===== config.mk =====
export PLATFORM = sky130hd
export DESIGN_NAME = ifu_fetch_ctrl
export DESIGN_NICKNAME = d
export VERILOG_FILES = /design/src/rtl/ifu_pkg.sv /design/src/rtl/ifu_fetch_timer.sv /design/src/rtl/ifu_fetch_ctrl.sv
export SDC_FILE = /design/constraint.sdc
export NUM_CORES = 1
export LEC_CHECK = 0
export ABC_CLOCK_PERIOD_IN_PS = 2009
export CAP_MARGIN = 20
export CORE_ASPECT_RATIO = 0.7
export CORE_MARGIN = 2
export CORE_UTILIZATION = 40
export CTS_CLUSTER_DIAMETER = 30
export DETAILED_ROUTE_END_ITERATION = 16
export PLACE_DENSITY = 0.88
export SETUP_SLACK_MARGIN = 0.2
export SLEW_MARGIN = 40
export SYNTH_ARGS = -nofsm -noshare
export SYNTH_HDL_FRONTEND = slang
export SYNTH_SLANG_ARGS = --single-unit

===== constraint.sdc =====
create_clock -name clk_i -period 2.01 [get_ports clk_i]
set_input_delay 0.603 -clock clk_i [delete_from_list [all_inputs] [get_ports clk_i]]
set_output_delay 0.603 -clock clk_i [all_outputs]
set_load 0.02 [all_outputs]

===== src/rtl/ifu_pkg.sv =====
// Shared fetch-unit types: sequencer states, reset PC and the canonical NOP encoding.
package ifu_pkg;

  typedef enum logic [2:0] {
    IDLE  = 3'd0,
    REQ   = 3'd1,
    WAIT  = 3'd2,
    ISSUE = 3'd3,
    EXEC  = 3'd4,
    FAULT = 3'd5
  } state_e;

  localparam logic [31:0] RESET_PC_DEFAULT = 32'h8000_0000;
  localparam logic [31:0] NOP_INSN         = 32'h0000_0013;

endpackage


===== src/rtl/ifu_fetch_timer.sv =====
// WAIT-state watchdog: counts WAIT cycles, flags expiry on the TIMEOUT_CYCLES-th one.
// Zero latency on expired_o; no backpressure, cleared whenever a new request is accepted.
module ifu_fetch_timer #(
  parameter int TIMEOUT_CYCLES = 255
) (
  input  logic clk_i,
  input  logic reset_i,
  input  logic start_i,
  input  logic in_wait_i,
  output logic expired_o
);

  localparam int CNT_W = ($clog2(TIMEOUT_CYCLES + 1) > 8) ? $clog2(TIMEOUT_CYCLES + 1) : 8;
  localparam logic [CNT_W-1:0] LAST = CNT_W'(TIMEOUT_CYCLES - 1);

  logic [CNT_W-1:0] cnt_q, cnt_d;

  always_comb begin
    cnt_d = cnt_q;
    if (start_i) begin
      cnt_d = '0;
    end else if (in_wait_i) begin
      cnt_d = cnt_q + CNT_W'(1);
    end
  end

  always_ff @(posedge clk_i) begin
    if (reset_i) begin
      cnt_q <= '0;
    end else begin
      cnt_q <= cnt_d;
    end
  end

  // cnt_q holds the number of completed WAIT cycles, so LAST marks the final allowed one.
  assign expired_o = in_wait_i && (cnt_q == LAST);

endmodule


===== src/rtl/ifu_fetch_ctrl.sv =====
// Fetch sequencer: one imem read per instruction, decode handshake, PC write on commit; loop = 4 cycles + exec.
// Request and instruction are held stable until accepted; FETCH_TIMEOUT_EN adds a WAIT timeout fault.
module ifu_fetch_ctrl
  import ifu_pkg::*;
#(
  parameter logic [31:0] RESET_PC       = RESET_PC_DEFAULT,
  parameter int          TIMEOUT_CYCLES = 255
) (
  input  logic        clk_i,
  input  logic        reset_i,
  input  logic [31:0] pc_i,
  output logic        pc_wen_o,
  output logic        imem_req_valid_o,
  input  logic        imem_req_ready_i,
  output logic [31:0] imem_req_addr_o,
  input  logic        imem_resp_valid_i,
  input  logic [31:0] imem_resp_data_i,
  input  logic        imem_resp_err_i,
  output logic        inst_valid_o,
  input  logic        inst_ready_i,
  output logic [31:0] inst_o,
  output logic [31:0] inst_pc_o,
  input  logic        commit_i,
  output logic        fetch_fault_o,
  output logic [31:0] fault_pc_o
);

  state_e      state_q, state_d;
  logic [31:0] inst_q, inst_d;
  logic [31:0] inst_pc_q, inst_pc_d;
  logic [31:0] fault_pc_q, fault_pc_d;
  logic        req_fire;
  logic        timeout;

  assign imem_req_valid_o = (state_q == REQ) && (pc_i[1:0] == 2'b00);
  assign imem_req_addr_o  = (state_q == REQ) ? pc_i : 32'h0;
  assign req_fire         = imem_req_valid_o && imem_req_ready_i;
  assign inst_valid_o     = (state_q == ISSUE);
  assign pc_wen_o         = (state_q == EXEC) && commit_i;
  assign fetch_fault_o    = (state_q == FAULT);
  assign inst_o           = inst_q;
  assign inst_pc_o        = inst_pc_q;
  assign fault_pc_o       = fault_pc_q;

`ifdef FETCH_TIMEOUT_EN
  ifu_fetch_timer #(
    .TIMEOUT_CYCLES(TIMEOUT_CYCLES)
  ) u_timer (
    .clk_i     (clk_i),
    .reset_i   (reset_i),
    .start_i   (req_fire),
    .in_wait_i (state_q == WAIT),
    .expired_o (timeout)
  );
`else
  logic unused_timeout_cfg;
  assign unused_timeout_cfg = (TIMEOUT_CYCLES != 0);
  assign timeout            = 1'b0;
`endif

  always_comb begin
    state_d    = state_q;
    inst_d     = inst_q;
    inst_pc_d  = inst_pc_q;
    fault_pc_d = fault_pc_q;
    case (state_q)
      IDLE: state_d = REQ;
      REQ: begin
        if (pc_i[1:0] != 2'b00) begin
          state_d    = FAULT;
          fault_pc_d = pc_i;
        end else if (req_fire) begin
          state_d = WAIT;
        end
      end
      WAIT: begin
        // A response in the timeout cycle takes priority over the fault.
        if (imem_resp_valid_i && !imem_resp_err_i) begin
          state_d   = ISSUE;
          inst_d    = imem_resp_data_i;
          inst_pc_d = pc_i;
        end else if (imem_resp_valid_i || timeout) begin
          state_d    = FAULT;
          fault_pc_d = pc_i;
        end
      end
      ISSUE: if (inst_ready_i) state_d = EXEC;
      EXEC:  if (commit_i) state_d = REQ;
      FAULT: state_d = FAULT;
      default: state_d = IDLE;
    endcase
  end

  always_ff @(posedge clk_i) begin
    if (reset_i) begin
      state_q    <= IDLE;
      inst_q     <= 32'h0;
      inst_pc_q  <= RESET_PC;
      fault_pc_q <= RESET_PC;
    end else begin
      state_q    <= state_d;
      inst_q     <= inst_d;
      inst_pc_q  <= inst_pc_d;
      fault_pc_q <= fault_pc_d;
    end
  end

endmodule


# Word level (Yosys, flattened, before mapping)
# Cells that the tools add are included.
[classes]
n_eq_ne = 12
muxes = 12
reduce_logical = 12
[ops]
columns = ["op", "n"]
rows = [
  ["2-to-1 mux 32 bit", 4],
  ["case mux 32 bit (2 select lines)", 1],
  ["2-to-1 mux 3 bit", 6],
  ["case mux 3 bit (6 select lines)", 1],
  ["AND reduction 4 bit", 2],
  ["== test 3 x 2 -> 1 bit (second input constant)", 2],
  ["== test 3 bit (second input constant)", 2],
  ["inequality test 2 bit (second input constant)", 3],
  ["logical AND 1 bit", 4],
  ["inequality test 2 x 1 -> 1 bit (second input constant)", 2],
  ["nonzero test 2 bit", 2],
  ["== test 3 x 1 -> 1 bit (second input constant)", 1],
  ["logical NOT 3 bit", 1],
  ["inequality test 3 x 2 -> 1 bit (second input constant)", 1],
  ["inequality test 3 bit (second input constant)", 1],
  ["logical NOT 2 bit", 1],
  ["AND reduction 2 bit", 1],
  ["logical NOT 1 bit", 1],
]
[totals]
regBits = 99
inputBits = 71
output_inout_bits = 132
elab_cells = 40

# Longest topological paths before layout
# Gate-level depths: netlist of run 1.
[depth]
depth_word = 6
depth_mapped = 6

# Worst setup path after synthesis of run 1
# No wires, ideal clock.
[synth_path]
kind = "register -> output"
from = "reg state_q[1]"
to = "out imem_req_addr_o[10]"
arrival_time_ps = 1234
t_required_ps = 1407
setup_slack_ps = 173
path_stages_with_launch = 5
n_path_buf = 2
path_cell_list = "dfxtp_1 buf_4 nor3b_2 clkbuf_1 and2_1"
[synth_via]
elab_chain_len = 2
[synth_lines]
columns = ["element", "line", "source"]
rows = [
  ["start: declaration", "ifu_fetch_ctrl.sv:28", "state_e state_q, state_d;"],
  ["start signal: assignment", "ifu_fetch_ctrl.sv:101", "state_q <= state_d;"],
  ["== test 3 x 1 -> 1 bit", "ifu_fetch_ctrl.sv:36", "assign imem_req_addr_o = (state_q == REQ) ? pc_i : 32'h0;"],
  ["2-to-1 mux 32 bit", "ifu_fetch_ctrl.sv:36", ""],
  ["end: declaration", "ifu_fetch_ctrl.sv:15", "output logic [31:0] imem_req_addr_o,"],
]
# No other way between the ends.

# Final worst setup path of run 1
[layout_path]
from = "reg state_q[2]"
to = "out imem_req_addr_o[3]"
# The elaborated chain is that of the path after synthesis.

==> results of run 1 <==
==> kinds of logic after synthesis <==
| logic type | Yosys count |
|---|---|
| buffers and inverters | 44 |
| AND/OR/NAND/NOR | 217 |
| multiplexers | 2 |
| flip-flops | 99 |
| AO/OA/AOI/OAI | 134 |
==> through the flow <==
| stage | std cells | hold WS, ps | instance area (sq um) | setup slack (ps) |
|---|---|---|---|---|
| finish | 873 | 451 | 7110 | -64.0 |
| detailed placement | 837 | 447 | 6410 | -610 |
| CTS | 870 | 453 | 6930 | -44.8 |
| global route | 873 | 470 | 7110 | -102 |
| global placement | 837 | 441 | 6410 | -584 |
| floorplan | 496 | 533 | 4020 | 207 |
==> registers in the layout, indices dropped and copies added (netlist names) <==
signal,count
inst_o,32
state_q,3
fault_pc_o,32
inst_pc_o,32
==> worst reg2reg max path: stages, from the launching register on <==
cell	delay [ps]
dfxtp_4	350
buf_4	130
buf_6	130
buf_4	150
nand2b_4	160
o22a_4	220
bufbuf_16	310
o21ai_2	140
a21oi_1	80
==> power groups by stage <==
| stage | Sequential, mW | Combinational [mW] | Clock (mW) |
|---|---|---|---|
| final | 2.06 | 1.23 | 1.86 |
| after global routing | 2.06 | 1.29 | 1.98 |
| after CTS | 2.05 | 1.14 | 1.89 |
| after detailed placement | 2.10 | 1.00 | 0 |
| after global placement | 2.09 | 0.978 | 0 |
| after floorplan | 2.16 | 0.381 | 0 |
==> layer usage <==
layer	vias up	track usage [%]	share of wire (%)
met1	2120	30.3	39
li1	2153	-	-
met4	0	8.06	1.5
met2	221	47.7	50
met5	-	0	0
met3	23	8.25	8.6
==> what timing repair did <==
| action | in CTS | in global routing |
|---|---|---|
| pin swaps | 5 | 11 |
| endpoints found under the setup margin | 145 | 112 |
| gates resized for setup | 335 | 46 |
| gates cloned | 5 | 1 |
| setup buffers | 12 | 2 |
==> placed cells by master (no fill, tap or decap), drive strengths merged, types with 3 or more instances in the layout <==
cell / instances
bufbuf: 3
inv: 3
nand3: 33
nor2: 3
clkdlybuf4s50: 64
nand2: 130
and2: 33
clkbuf: 12
dfxtp: 99
dlygate4sd2: 100
a21oi: 95
o21ai: 32
buf: 106
nor3b: 3
nand2b: 4
==> layout make-up <==
class / count / area, sq um / share of cell area [%]
Tap cell: 128 / 160 / 2.25
Multi-Input combinational cell: 353 / 1910 / 26.8
Inverter: 2 / 10.0 / 0.141
Clock buffer: 11 / 243 / 3.41
Timing Repair Buffer: 275 / 2720 / 38.2
Sequential cell: 99 / 1990 / 27.9
Clock inverter: 5 / 85.1 / 1.20
==> how the worst min path moves through the flow <==
stage                       start             to  slack [ps]  cells past startpoint
floorplan              inst_o[21]     inst_o[21]         530                      2
global placement     inst_pc_o[9]   inst_pc_o[9]         440                      2
detailed placement  inst_pc_o[18]  inst_pc_o[18]         450                      2
CTS                 inst_pc_o[18]  inst_pc_o[18]         450                      2
global route        inst_pc_o[29]  inst_pc_o[29]         470                      2
finish              inst_pc_o[24]  inst_pc_o[24]         450                      2
==> results.py, run 1 <==
metrics = {
    "global_route": {
        "grt_pass1_wl_mm": 22.1,
        "grt_pass1_vias": 4476,
        "grt_start_max_net_pins": 50,
        "antenna_found_initial": 0,
        "grtUsageTotal_pct": 26.6,
        "grt-ovfl-total": 0,
    },
    "synthesis": {
        "async_flop_share_pct": 0,
        "yosys.area_share.simple_pct": 25.4,
        "synth_common_cells": "nand2_1, dfxtp_1, a21oi_1, and2_1, nand3_1",
        "synth_top_family_by_area": "simple AND/OR/NAND/NOR gates",
        "ys_types": 33,
        "synth_fa_ha_area_share_pct": 0,
        "synth_nets": 567,
        "ys_seq_area_share_pct": 49.8,
        "synth_area_leaders": "dfxtp_1, nand2_1, a21oi_1, and2_1, nand3_1",
        "synth_top_cell_area_share_pct": 49.8,
        "synth-compound-area-share_pct": 17.5,
        "avgSynthCellArea_sq_um": 8.02,
        "yosys_warnings": 0,
        "synth_seq_cells": 99,
        "syn_inst": 496,
        "yosys.cell_count.top_type": "nand2_1",
        "synth_xor_area_share_pct": 0,
        "synth_edf_count": 0,
        "yosysTopAreaCell": "dfxtp_1",
        "synthMuxAreaShare_pct": 0.503,
        "synth_area_sq_mm": 0.00398,
        "synthFlopType": "dfxtp_1",
    },
    "cts": {
        "numCtsBuffers": 9,
        "cts_root_buf": "clkbuf_16",
        "clk_latency_ps": 330,
        "cts_tree": "yes",
        "cts_hold_buf": 0,
        "ctsHtreeMaxLevel": 3,
        "clk_pin_slew_worst_paths_ps": 70,
        "cts_buffer_depth": 2,
        "numClockSinks": 99,
    },
    "setup_path": {
        "crit_family": "buffers and inverters",
        "worst_setup_path_start_kind": "flop",
        "crit_path_end": "imem_req_addr_o[3]",
        "worstSetupPathDepth": 5,
        "cp-startpoint": "state_q[2]",
        "cp_common_cell": "buf_6",
        "worst-path-buf-inv": 3,
        "criticalPathCategory": "reg -> out",
        "r2r_slack_ps": 230,
        "reg2reg_depth": 8,
        "critPathMaxStageDelay_ps": 340,
        "crit_slowest_cell": "dfxtp_2",
        "cp_data_arrival_time_ps": 1470,
        "endpoint_kind": "output pin",
        "cp_max_fo": 13,
        "crit_chain": "nor3b_4 -> buf_6 -> buf_12 -> and2_2 -> buf_6",
        "r2r-end": "fault_pc_o[27]",
        "r2r-start": "state_q[1]",
        "crit_required_ps": 1410,
    },
    "timing": {
        "max_freq_mhz": 482,
        "setup_tns_ps": -1460,
        "rsz0062_at_grt": "true",
        "fin_skew_ps": 5.98,
        "finalCritPeriodShare_pct": 103,
        "fin_crit_ps": 2070,
        "max_slew_margin_pct": 74.8,
        "report.final.setup_viol": 34,
        "tightest_slew_ps": 378,
        "layout_setup_ws_ps": -64.0,
        "finalMaxSlewViolations": 0,
        "hold_violations": 0,
    },
    "floorplanning": {
        "die-width_um": 123,
        "fp-row-count": 30,
        "initial_core_util_pct": 41.1,
        "core_area_sq_mm": 0.00968,
        "ios": 203,
        "die_h_um": 87.4,
        "die-area_sq_mm": 0.0108,
    },
    "pwr": {
        "vdd_drop_max_mv": 0.801,
        "p_sw_share_pct": 26.2,
        "p_sw_mw": 1.35,
        "p_leak_nw": 3.16,
        "powerDensity_mw_per_mm2": 722,
        "intPower_mw": 3.79,
        "p_seq_share_pct": 40.0,
        "comb_power_share_pct": 23.9,
        "total_power_mw": 5.14,
        "p_clk_share_pct": 36.1,
    },
    "outcome": {
        "violations": "negative setup slack",
        "status": "complete, but fails checks",
    },
    "layout": {
        "num-fill-cells": 710,
        "area_delta_synth_final_pct": 78.9,
        "antenna_cells": 0,
        "post-route-util_pct": 73.5,
        "fin_nets": 811,
        "layout-drive-gt1-share_pct": 25.4,
    },
    "routing": {
        "vias": 4517,
        "vias_per_cell": 5.17,
        "drc_errors": 0,
        "wl_mm": 14.6,
        "route.antenna.remaining_nets": 0,
        "wire_per_inst_um": 16.7,
        "drt_iter0_markers": 305,
        "dr.pass1.iters": 5,
    },
    "placed_design": {
        "numPortBuffers": 202,
        "place.gp.congestion": 0.816,
        "hpwl_mm": 9.12,
    },
    "job": {
        "maxCapViolations": 0,
    },
    "worst_hold_path": {
        "hp-class": "reg -> reg",
    },
}
No activity file was read; power rests on OpenSTA's default activity.
==> run 2, diff against run 1 <==
--- a/config.mk
+++ b/config.mk
@@ -17,4 +17,5 @@
 export SLEW_MARGIN = 40
 export SYNTH_ARGS = -nofsm -noshare
 export SYNTH_HDL_FRONTEND = slang
+export SYNTH_HIERARCHICAL = 1
 export SYNTH_SLANG_ARGS = --single-unit
==> results of run 2 <==
Final layout, timing and power as in run 1 (identical DEF).
Among the figures that moved: Yosys warning count 0 -> 6
==> run 3, diff against run 2 <==
--- a/config.mk
+++ b/config.mk
@@ -9,10 +9,11 @@
 export CAP_MARGIN = 20
 export CORE_ASPECT_RATIO = 0.7
 export CORE_MARGIN = 2
-export CORE_UTILIZATION = 40
+export CORE_UTILIZATION = 41
+export CTS_BUF_LIST = sky130_fd_sc_hd__clkbuf_4 sky130_fd_sc_hd__clkbuf_8
 export CTS_CLUSTER_DIAMETER = 30
 export DETAILED_ROUTE_END_ITERATION = 16
-export PLACE_DENSITY = 0.88
+export PLACE_DENSITY = 0.86
 export SETUP_SLACK_MARGIN = 0.2
 export SLEW_MARGIN = 40
 export SYNTH_ARGS = -nofsm -noshare
==> run 3 against run 2 <==
The run still ends with negative setup slack left. First-iteration DRC count shrank 23%. Total power shrank 6.9%. Design area shrank 1.1%. Critical path type unchanged. Synthesized cell count is the same. Global-route usage shrank 1.8 points. Count of clock-buffer cells in the layout shrank 1. Sequential share of layout area grew 0.27 points. Sequential power is essentially flat. Sequential cell count is the same. Critical path depth is the same. Combinational power shrank 5%. Area after synthesis is the same. Highest routed layer unchanged.
==> results.py, run 3 <==
metrics = {
    "outcome": {
        "status": "complete, but fails checks",
        "violations": "negative setup slack",
    },
    "routing": {
        "drc_errors": 0,
        "dr.pass1.iters": 4,
        "route.antenna.remaining_nets": 0,
        "drt_iter0_markers": 234,
        "wire_per_inst_um": 16.2,
        "wl_mm": 14.2,
        "vias": 4442,
        "vias_per_cell": 5.06,
    },
    "timing": {
        "report.final.setup_viol": 34,
        "max_freq_mhz": 473,
        "hold_violations": 0,
        "rsz0062_at_grt": "true",
        "tightest_slew_ps": 482,
        "max_slew_margin_pct": 67.8,
        "finalCritPeriodShare_pct": 105,
        "fin_skew_ps": 7.71,
        "layout_setup_ws_ps": -105,
        "finalMaxSlewViolations": 0,
        "fin_crit_ps": 2120,
    },
    "synthesis": {
        "yosys_warnings": 6,
        "synthFlopType": "dfxtp_1",
        "avgSynthCellArea_sq_um": 8.02,
        "synth_common_cells": "nand2_1, dfxtp_1, a21oi_1, and2_1, nand3_1",
        "ys_seq_area_share_pct": 49.8,
        "synth_edf_count": 0,
        "synth_area_sq_mm": 0.00398,
        "synth_seq_cells": 99,
        "ys_types": 33,
        "yosys.cell_count.top_type": "nand2_1",
        "syn_inst": 496,
        "synth_nets": 567,
        "async_flop_share_pct": 0,
        "yosysTopAreaCell": "dfxtp_1",
        "synth_area_leaders": "dfxtp_1, nand2_1, a21oi_1, and2_1, nand3_1",
        "synth_top_cell_area_share_pct": 49.8,
    },
    "layout": {
        "layout_common_cells": "nand2_1, dlygate4sd2_1, dfxtp_1, a21oi_1, clkdlybuf4s50_1",
        "area_delta_synth_final_pct": 76.9,
        "layout-drive-gt1-share_pct": 25.3,
        "register_area_sq_mm": 0.00199,
        "finalNonFillerCells": 877,
        "num-fill-cells": 735,
        "multi_input_area_sq_mm": 0.00188,
        "layout_commonest_cell": "nand2_1",
        "fin_nets": 814,
        "post-route-util_pct": 73.5,
    },
    "worst_hold_path": {
        "hp-class": "reg -> reg",
        "whs_path_depth": 2,
        "holdCritStartpoint": "inst_pc_o[3]",
        "hold_end": "inst_pc_o[3]",
    },
    "global_route": {
        "grt_pass1_wl_mm": 20.4,
        "grt_pass1_vias": 4152,
        "grt-ovfl-total": 0,
        "grt_start_max_net_pins": 46,
        "antenna_found_initial": 0,
        "grtUsageTotal_pct": 24.8,
    },
    "setup_path": {
        "cp_data_arrival_time_ps": 1510,
        "crit_slowest_cell": "dfxtp_2",
        "crit_chain": "nor3b_4 -> buf_6 -> buf_12 -> and2_2 -> buf_6",
        "r2r-end": "fault_pc_o[14]",
        "reg2reg_depth": 10,
        "crit_required_ps": 1410,
        "cp_common_cell": "buf_6",
        "critPathMaxStageDelay_ps": 350,
        "crit_family": "simple AND/OR/NAND/NOR gates",
        "worst-path-buf-inv": 3,
        "cp_max_fo": 13,
        "criticalPathCategory": "reg -> out",
        "worst_setup_path_start_kind": "flop",
        "r2r-start": "state_q[1]",
        "r2r_slack_ps": 190,
        "endpoint_kind": "output pin",
    },
    "pwr": {
        "p_sw_share_pct": 27.0,
        "p_leak_nw": 3.12,
        "comb_power_share_pct": 24.5,
        "p_seq_share_pct": 43.0,
        "p_clk_share_pct": 32.6,
        "intPower_mw": 3.49,
        "p_sw_mw": 1.29,
        "vdd_drop_max_mv": 0.454,
        "powerDensity_mw_per_mm2": 680,
        "total_power_mw": 4.78,
    },
    "floorplanning": {
        "fp-row-count": 30,
        "core_area_sq_mm": 0.00957,
        "die-area_sq_mm": 0.0105,
        "die_h_um": 86.4,
        "ios": 203,
        "die-width_um": 122,
        "initial_core_util_pct": 41.6,
    },
    "cts": {
        "cts_root_buf": "clkbuf_8",
        "cts_tree": "yes",
        "clk_latency_ps": 360,
        "clk_pin_slew_worst_paths_ps": 90,
        "cts_buffer_depth": 2,
        "numClockSinks": 99,
        "ctsHtreeMaxLevel": 3,
        "numCtsBuffers": 9,
    },
    "placed_design": {
        "dp.cells": 839,
        "numPortBuffers": 202,
        "hpwl_mm": 8.99,
        "place.gp.congestion": 0.777,
    },
    "job": {
        "maxCapViolations": 0,
    },
}
## run 3: cell types whose count changed in the layout (fill, tap and decap cells not counted), moves of 3 or more
cell / delta
o21ai_2: -10
clkbuf_8: +9
a21oi_2: +5
bufbuf_16: -3
o21ai_0: -4
and2_2: +4
clkbuf_16: -6
o21ai_1: +14
and2_4: -4
a21oi_1: -5
## run 3: worst max-delay path by stage
stage	start	slack [ps]	to	depth (start not counted)
6_report	state_q[1]	-110	imem_req_addr_o[2]	5
5_1_grt	state_q[2]	-170	imem_req_addr_o[3]	5
4_1_cts	state_q[1]	-100	imem_req_addr_o[2]	5
3_5_place_dp	pc_i[1]	-620	imem_req_valid_o	4
3_3_place_gp	pc_i[1]	-620	imem_req_valid_o	4
2_1_floorplan	state_q[1]	210	imem_req_addr_o[10]	4
## run 3: cell families after synthesis
| logic type | after synthesis | synth area share (%) |
|---|---|---|
| multiplexers | 2 | 0.503 |
| flip-flops | 99 | 49.8 |
| AO/OA/AOI/OAI | 134 | 17.5 |
| buffers and inverters | 44 | 6.76 |
| AND/OR/NAND/NOR | 217 | 25.4 |
## run 3: timing repair
action                                 CTS  global route
cloned                                   2             4
hold buffers                             0             0
setup endpoints to repair              161            89
buffers inserted                         9             6
gates resized for setup                334            40
endpoints found under the hold margin    0             0
pin swaps                                5            12
## run 3: area by class of cell
type / instances / area share (%)
antenna: 1 / 0.0356
clock buffer: 10 / 1.96
clock inverter: 6 / 1.58
inverter: 2 / 0.107
multi-input combinational: 353 / 26.7
sequential: 99 / 28.2
tap: 128 / 2.28
timing repair buffer: 278 / 39.1
## run 3: worst reg2reg max path, delay by kind of cell (launching register included)
family	cells	cell delay [ps]
and+or+nand+nor	2	250
AOI/OAI and AO/OA	2	310
DFF	1	350
buffers and inverters	6	840
## run 3: power groups by stage
stage | sequential (mW) | combinational (mW) | clock, mW
6_report | 2.05 | 1.17 | 1.56
2_1_floorplan | 2.16 | 0.381 | 0
5_1_grt | 2.06 | 1.24 | 1.68
3_5_place_dp | 2.10 | 1.00 | 0
3_3_place_gp | 2.09 | 0.981 | 0
4_1_cts | 2.05 | 1.06 | 1.59
## run 3: routing by layer
metal,up-vias,wire (um),GRT usage [%],share of wire [%]
li1,2150,-,-,-
met1,2077,5660,29.6,40
met2,197,7030,43.0,49
met3,18,1330,7.50,9.4
met4,0,197,8.15,1.4
met5,-,0,0,0
## run 3: metrics by stage
step           instance area (sq um)  hold slack, ps  setup TNS, ps  setup WS (ps)
6_report                        7040             455          -2730           -105
5_1_grt                         7030             472          -4910           -170
4_1_cts                         6780             457          -2530          -96.4
2_1_floorplan                   4020             533              0            207
3_5_place_dp                    6440             446         -26860           -620
3_3_place_gp                    6440             442         -24710           -620
